--- config.mk ---
export PLATFORM = sky130hd
export DESIGN_NAME = ras_sequencer
export DESIGN_NICKNAME = d
export VERILOG_FILES = /design/src/rtl/ras_sequencer.sv
export SDC_FILE = /design/constraint.sdc
export NUM_CORES = 1
export LEC_CHECK = 0
export BUFFER_PORTS_ARGS = -buffer_cell sky130_fd_sc_hd__clkbuf_2
export CORE_MARGIN = 1
export CORE_UTILIZATION = 29
export CTS_CLUSTER_DIAMETER = 100
export DETAILED_ROUTE_END_ITERATION = 8
export MAX_ROUTING_LAYER = met4
export SETUP_SLACK_MARGIN = 0.02
export SLEW_MARGIN = 20
export SYNTH_ARGS = -nofsm -noshare
export SYNTH_HDL_FRONTEND = slang
export SYNTH_SLANG_ARGS = --single-unit
--- constraint.sdc ---
create_clock -name clk -period 3.18 [get_ports clk]
set_input_delay 0.318 -clock clk [delete_from_list [all_inputs] [get_ports clk]]
set_output_delay 0.318 -clock clk [all_outputs]
set_load 0.05 [all_outputs]
--- src/rtl/ras_sequencer.sv ---
// rtl/ras_sequencer.sv - return address stack command sequencer.
// Turns call/ret/branch decode into RAS pulses and retires speculative branch checkpoints oldest-first.
module ras_sequencer #(
  parameter int WIDTH         = 32,
  parameter int MAXBRANCHES   = 16,
  parameter int BRANCHES_ADDR = 4
) (
  input  logic                     clk,
  input  logic                     rst_n,
  input  logic                     in_valid,
  output logic                     in_ready,
  input  logic                     in_call,
  input  logic                     in_ret,
  input  logic                     in_branch,
  input  logic [WIDTH-1:0]         in_ret_addr,
  output logic [BRANCHES_ADDR-1:0] br_tag,
  input  logic                     res_valid,
  input  logic [BRANCHES_ADDR-1:0] res_tag,
  input  logic                     res_mispredict,
  output logic                     ras_push,
  output logic                     ras_pop,
  output logic                     ras_branch,
  output logic                     ras_close_valid,
  output logic                     ras_close_invalid,
  output logic [WIDTH-1:0]         ras_din,
  input  logic [WIDTH-1:0]         ras_dout,
  input  logic                     ras_pop_valid,
  output logic                     pred_valid,
  output logic [WIDTH-1:0]         pred_addr,
  output logic                     flush,
  output logic [BRANCHES_ADDR:0]   outstanding
);

  localparam int PW = BRANCHES_ADDR + 1;

  logic [PW-1:0]            head, tail, count;
  logic [MAXBRANCHES-1:0]   resolved, mispred;
  logic [BRANCHES_ADDR-1:0] head_idx, tail_idx, res_off;
  logic                     head_ok, head_bad, flush_pending, accept, res_hit;

  always_comb begin
    count         = tail - head;
    head_idx      = head[BRANCHES_ADDR-1:0];
    tail_idx      = tail[BRANCHES_ADDR-1:0];
    head_ok       = (count != '0) && resolved[head_idx] && !mispred[head_idx];
    head_bad      = (count != '0) && resolved[head_idx] && mispred[head_idx];
    // Stall both while the mispredict waits at the head and during the flush cycle itself.
    flush_pending = head_bad || flush;
    in_ready      = (count < PW'(MAXBRANCHES)) && !flush_pending;
    accept        = in_valid && in_ready;
    // Window test is relative to head so it stays correct across tag wrap.
    res_off       = res_tag - head_idx;
    res_hit       = res_valid && (PW'(res_off) < count) && !resolved[res_tag];
  end

  assign outstanding = count;
  assign br_tag      = tail_idx;
  assign pred_addr   = pred_valid ? ras_dout : '0;

  always_ff @(posedge clk or negedge rst_n) begin
    if (!rst_n) begin
      head              <= '0;
      tail              <= '0;
      resolved          <= '0;
      mispred           <= '0;
      ras_push          <= 1'b0;
      ras_pop           <= 1'b0;
      ras_branch        <= 1'b0;
      ras_close_valid   <= 1'b0;
      ras_close_invalid <= 1'b0;
      ras_din           <= '0;
      pred_valid        <= 1'b0;
      flush             <= 1'b0;
    end else begin
      ras_push          <= 1'b0;
      ras_pop           <= 1'b0;
      ras_branch        <= 1'b0;
      ras_close_valid   <= 1'b0;
      ras_close_invalid <= 1'b0;
      flush             <= 1'b0;
      pred_valid        <= ras_pop && ras_pop_valid;
      if (head_bad) begin
        ras_close_invalid <= 1'b1;
        flush             <= 1'b1;
        tail              <= head;
        resolved          <= '0;
        mispred           <= '0;
      end else begin
        if (accept) begin
          if (in_branch) begin
            ras_branch         <= 1'b1;
            tail               <= tail + 1'b1;
            resolved[tail_idx] <= 1'b0;
            mispred[tail_idx]  <= 1'b0;
          end else begin
            ras_push <= in_call;
            ras_pop  <= in_ret;
            if (in_call) ras_din <= in_ret_addr;
          end
        end
        if (res_hit) begin
          resolved[res_tag] <= 1'b1;
          mispred[res_tag]  <= res_mispredict;
        end
        // A resolved head cannot also be the resolution target, so these never collide.
        if (head_ok) begin
          ras_close_valid    <= 1'b1;
          head               <= head + 1'b1;
          resolved[head_idx] <= 1'b0;
          mispred[head_idx]  <= 1'b0;
        end
      end
    end
  end

endmodule

==> flow_metrics.py <==
metrics = {
    "outcome": {
        "status": "finished, final reports clean",
    },
    "worst_setup_path": {
        "endpoint_kind": "flip-flop",
        "startpoint": "tail[0]",
        "rr_startpoint": "tail[0]",
        "crit_fanout": 4,
        "cp.required_ns": 3.45,
        "worst_path_largest_cell_delay_ns": 0.55,
        "arrival_ns": 3.30,
        "worstSetupPathType": "flip-flop to flip-flop",
        "crit_path_cell_trace": "inv_2, ha_1, inv_1, fa_2, inv_1, ha_1, a211oi_2, o21bai_4, a2111oi_4, buf_4, o2111ai_1, o21ai_1",
        "worstSetupStartpointType": "flip-flop",
        "slowest_stage": "fa_2",
        "crit_family": "compound AO/OA/AOI/OAI gates",
        "path_buf_inv": 4,
    },
    "placed_design": {
        "dp_hpwl_um": 11300,
        "gp_congestion": 0.911,
        "dp.cells": 860,
        "io_buffers": 157,
        "dpl_cell_area_um2": 6200,
    },
    "clock_tree": {
        "cts_root_buffer": "clkbuf_16",
        "clk_path_buf_depth": 2,
        "path_clk_slew_ns": 0.07,
        "cts_htree_levels": 3,
        "cts_tree": "built",
        "clock-sinks": 80,
        "numCtsBuffers": 9,
        "hold_buffers": 0,
        "clk-insertion-delay-late_ns": 0.35,
    },
    "sta": {
        "rsz0062_at_grt": "false",
        "skew_ns": 0.0103,
        "fin_crit_ns": 3.03,
        "tns_ns": 0,
        "setup_violations": 0,
        "slew_violations": 0,
        "tightest_slew_ns": 0.671,
        "hold_viol_final": 0,
        "slew_headroom": 0.553,
        "fmax_ghz": 0.330,
        "period_share": 0.952,
    },
    "synth": {
        "synth-edff-count": 0,
        "ys_types": 58,
        "synthTopCellsByArea": "dfrtp_1, mux2_4, mux4_2, and2_1, ha_1",
        "yosysTopAreaCell": "dfrtp_1",
        "synth_fp_nets": 581,
        "yosysMostFrequentCell": "dfrtp_1",
        "synthTopCellsByCount": "dfrtp_1, and2_1, a21oi_1",
        "ys.warnings.count": 0,
        "syn_area_um2": 5020,
        "synth_top_area_frac": 0.399,
        "syn_area_per_cell_um2": 10.4,
        "ys_async_sr_fraction": 1.00,
        "syn-instance-count": 484,
        "ys_ff_latch": 80,
        "ys.flop_type": "dfrtp_1",
        "yosysSeqAreaShare": 0.399,
    },
    "grt": {
        "grt_usage": 0.180,
        "antenna_found_initial": 1,
        "grt_pass1_vias": 4346,
        "grt_pass1_wl_um": 23800,
        "grt_max_degree": 49,
        "overflow": 0,
    },
    "floorplanning": {
        "io_pins": 158,
        "die_w_um": 134,
        "initial_core_util": 0.299,
        "die_h_um": 134,
        "rows": 47,
        "core_area_um2": 16800,
        "die_area_um2": 17800,
    },
    "detailed_routing": {
        "wire_per_inst_um": 17.3,
        "wirelength_um": 15200,
        "drtIter0Drc": 262,
        "vias": 4578,
        "ant_nets": 0,
        "first_pass_iters": 5,
        "routed_via_density": 5.20,
        "drc": 0,
    },
    "hold_path": {
        "worstHoldPathType": "input port to asynchronous set/reset pin",
    },
    "job": {
        "maxCapViolCount": 0,
    },
    "finish": {
        "syn_to_final_growth_pct": 31.8,
        "layout.nets": 751,
        "fin_cells": 881,
        "fin_area_um2": 6620,
        "post_route_cells_drive_above_1_share": 0.407,
    },
}
layer usage:
metal	share of wire	track usage	vias up
met5	0	-	-
met4	0.017	0.0600	0
met1	0.42	0.223	2225
met2	0.48	0.287	244
li1	-	-	2086
met3	0.086	0.0434	23
per-stage QoR:
step | utilization | setup WS (ns) | hold slack [ns]
after global routing | 0.395 | 0.0143 | 0.0459
after floorplan | - | 0.0326 | 0.0224
final | 0.395 | 0.152 | 0.00878
after CTS | 0.391 | 0.0160 | 0.0244
after global placement | 0.370 | 0.142 | 0.398
after detailed placement | 0.370 | 0.100 | 0.401
cells in the final DEF, fill, tap and decap left out, types with 3 or more instances in the layout:
master | Yosys | final
o2111ai_1 | 5 | 4
buf_4 | 6 | 28
a21o_1 | 5 | 5
nor3_1 | 8 | 6
o21ai_0 | 7 | 6
nor2b_1 | 4 | 4
xnor2_1 | 10 | 9
bufinv_16 | 0 | 3
nand2_1 | 20 | 20
a31oi_1 | 6 | 6
a22oi_1 | 4 | 4
mux2_1 | 3 | 3
ha_1 | 18 | 18
nand4_1 | 4 | 4
nand2b_1 | 4 | 4
a21oi_1 | 37 | 37
dfrtp_1 | 80 | 78
a21boi_0 | 5 | 5
o211ai_1 | 6 | 6
clkbuf_16 | 0 | 9
o221ai_1 | 7 | 6
a211o_1 | 5 | 5
clkbuf_2 | 0 | 155
and3_1 | 14 | 14
o21ai_1 | 5 | 5
inv_2 | 2 | 4
o22a_1 | 8 | 8
nand3_1 | 13 | 13
o21a_1 | 5 | 5
mux2_4 | 29 | 29
xor2_1 | 3 | 3
nor2_1 | 33 | 32
inv_1 | 31 | 29
mux4_2 | 12 | 12
and2_1 | 38 | 38
cell families (layout without fill, tap and decap cells):
family          count (synthesis)  after routing  synth area share
buf+inv                        60            235            0.0548
xor+xnor                       13             13            0.0227
other cells                     0              2                 0
compound gates                118            118             0.163
flops                          80             80             0.399
fa+ha+maj                      20             20            0.0529
mux                            46             46             0.152
simple gates                  147            147             0.156
cell type report:
cell class | instances | area [µm²]
Antenna cell | 2 | 5.00
Multi-Input combinational cell | 344 | 2830
Clock buffer | 9 | 225
Clock inverter | 7 | 120
Sequential cell | 80 | 2000
Tap cell | 220 | 275
Timing Repair Buffer | 186 | 1040
Fill cell | 1660 | 10100
Inverter | 33 | 124
path summary, 6_finish.rpt:
kind	slack, ns	endpoint	depth (start not counted)
setup / recovery	0.15	mispred[0]	12
hold / removal	0.009	resolved[1]	1
setup reg to reg	0.15	mispred[0]	12
hold reg to reg	0.49	pred_valid	1
max in group asynchronous	2.42	ras_din[9]	2
min in group clk	0.18	ras_din[22]	2
flip-flops by register name, summed over array words and instances, names as in the netlist:
| name | cells |
|---|---|
| ras_din | 32 |
| mispred | 16 |
| resolved | 16 |
| head | 5 |
| tail | 5 |
| flush | 1 |
| pred_valid | 1 |
| ras_branch | 1 |
| ras_close_valid | 1 |
| ras_pop | 1 |
| ras_push | 1 |
repair_timing:
action,4_1_cts,5_1_grt
setup endpoints to repair,1,27
pin swaps,1,4
resized for setup,2,11
buffers inserted,1,2
Power is not shown: default switching activity piles up to over one toggle a cycle in this logic, so the estimate is an artifact.
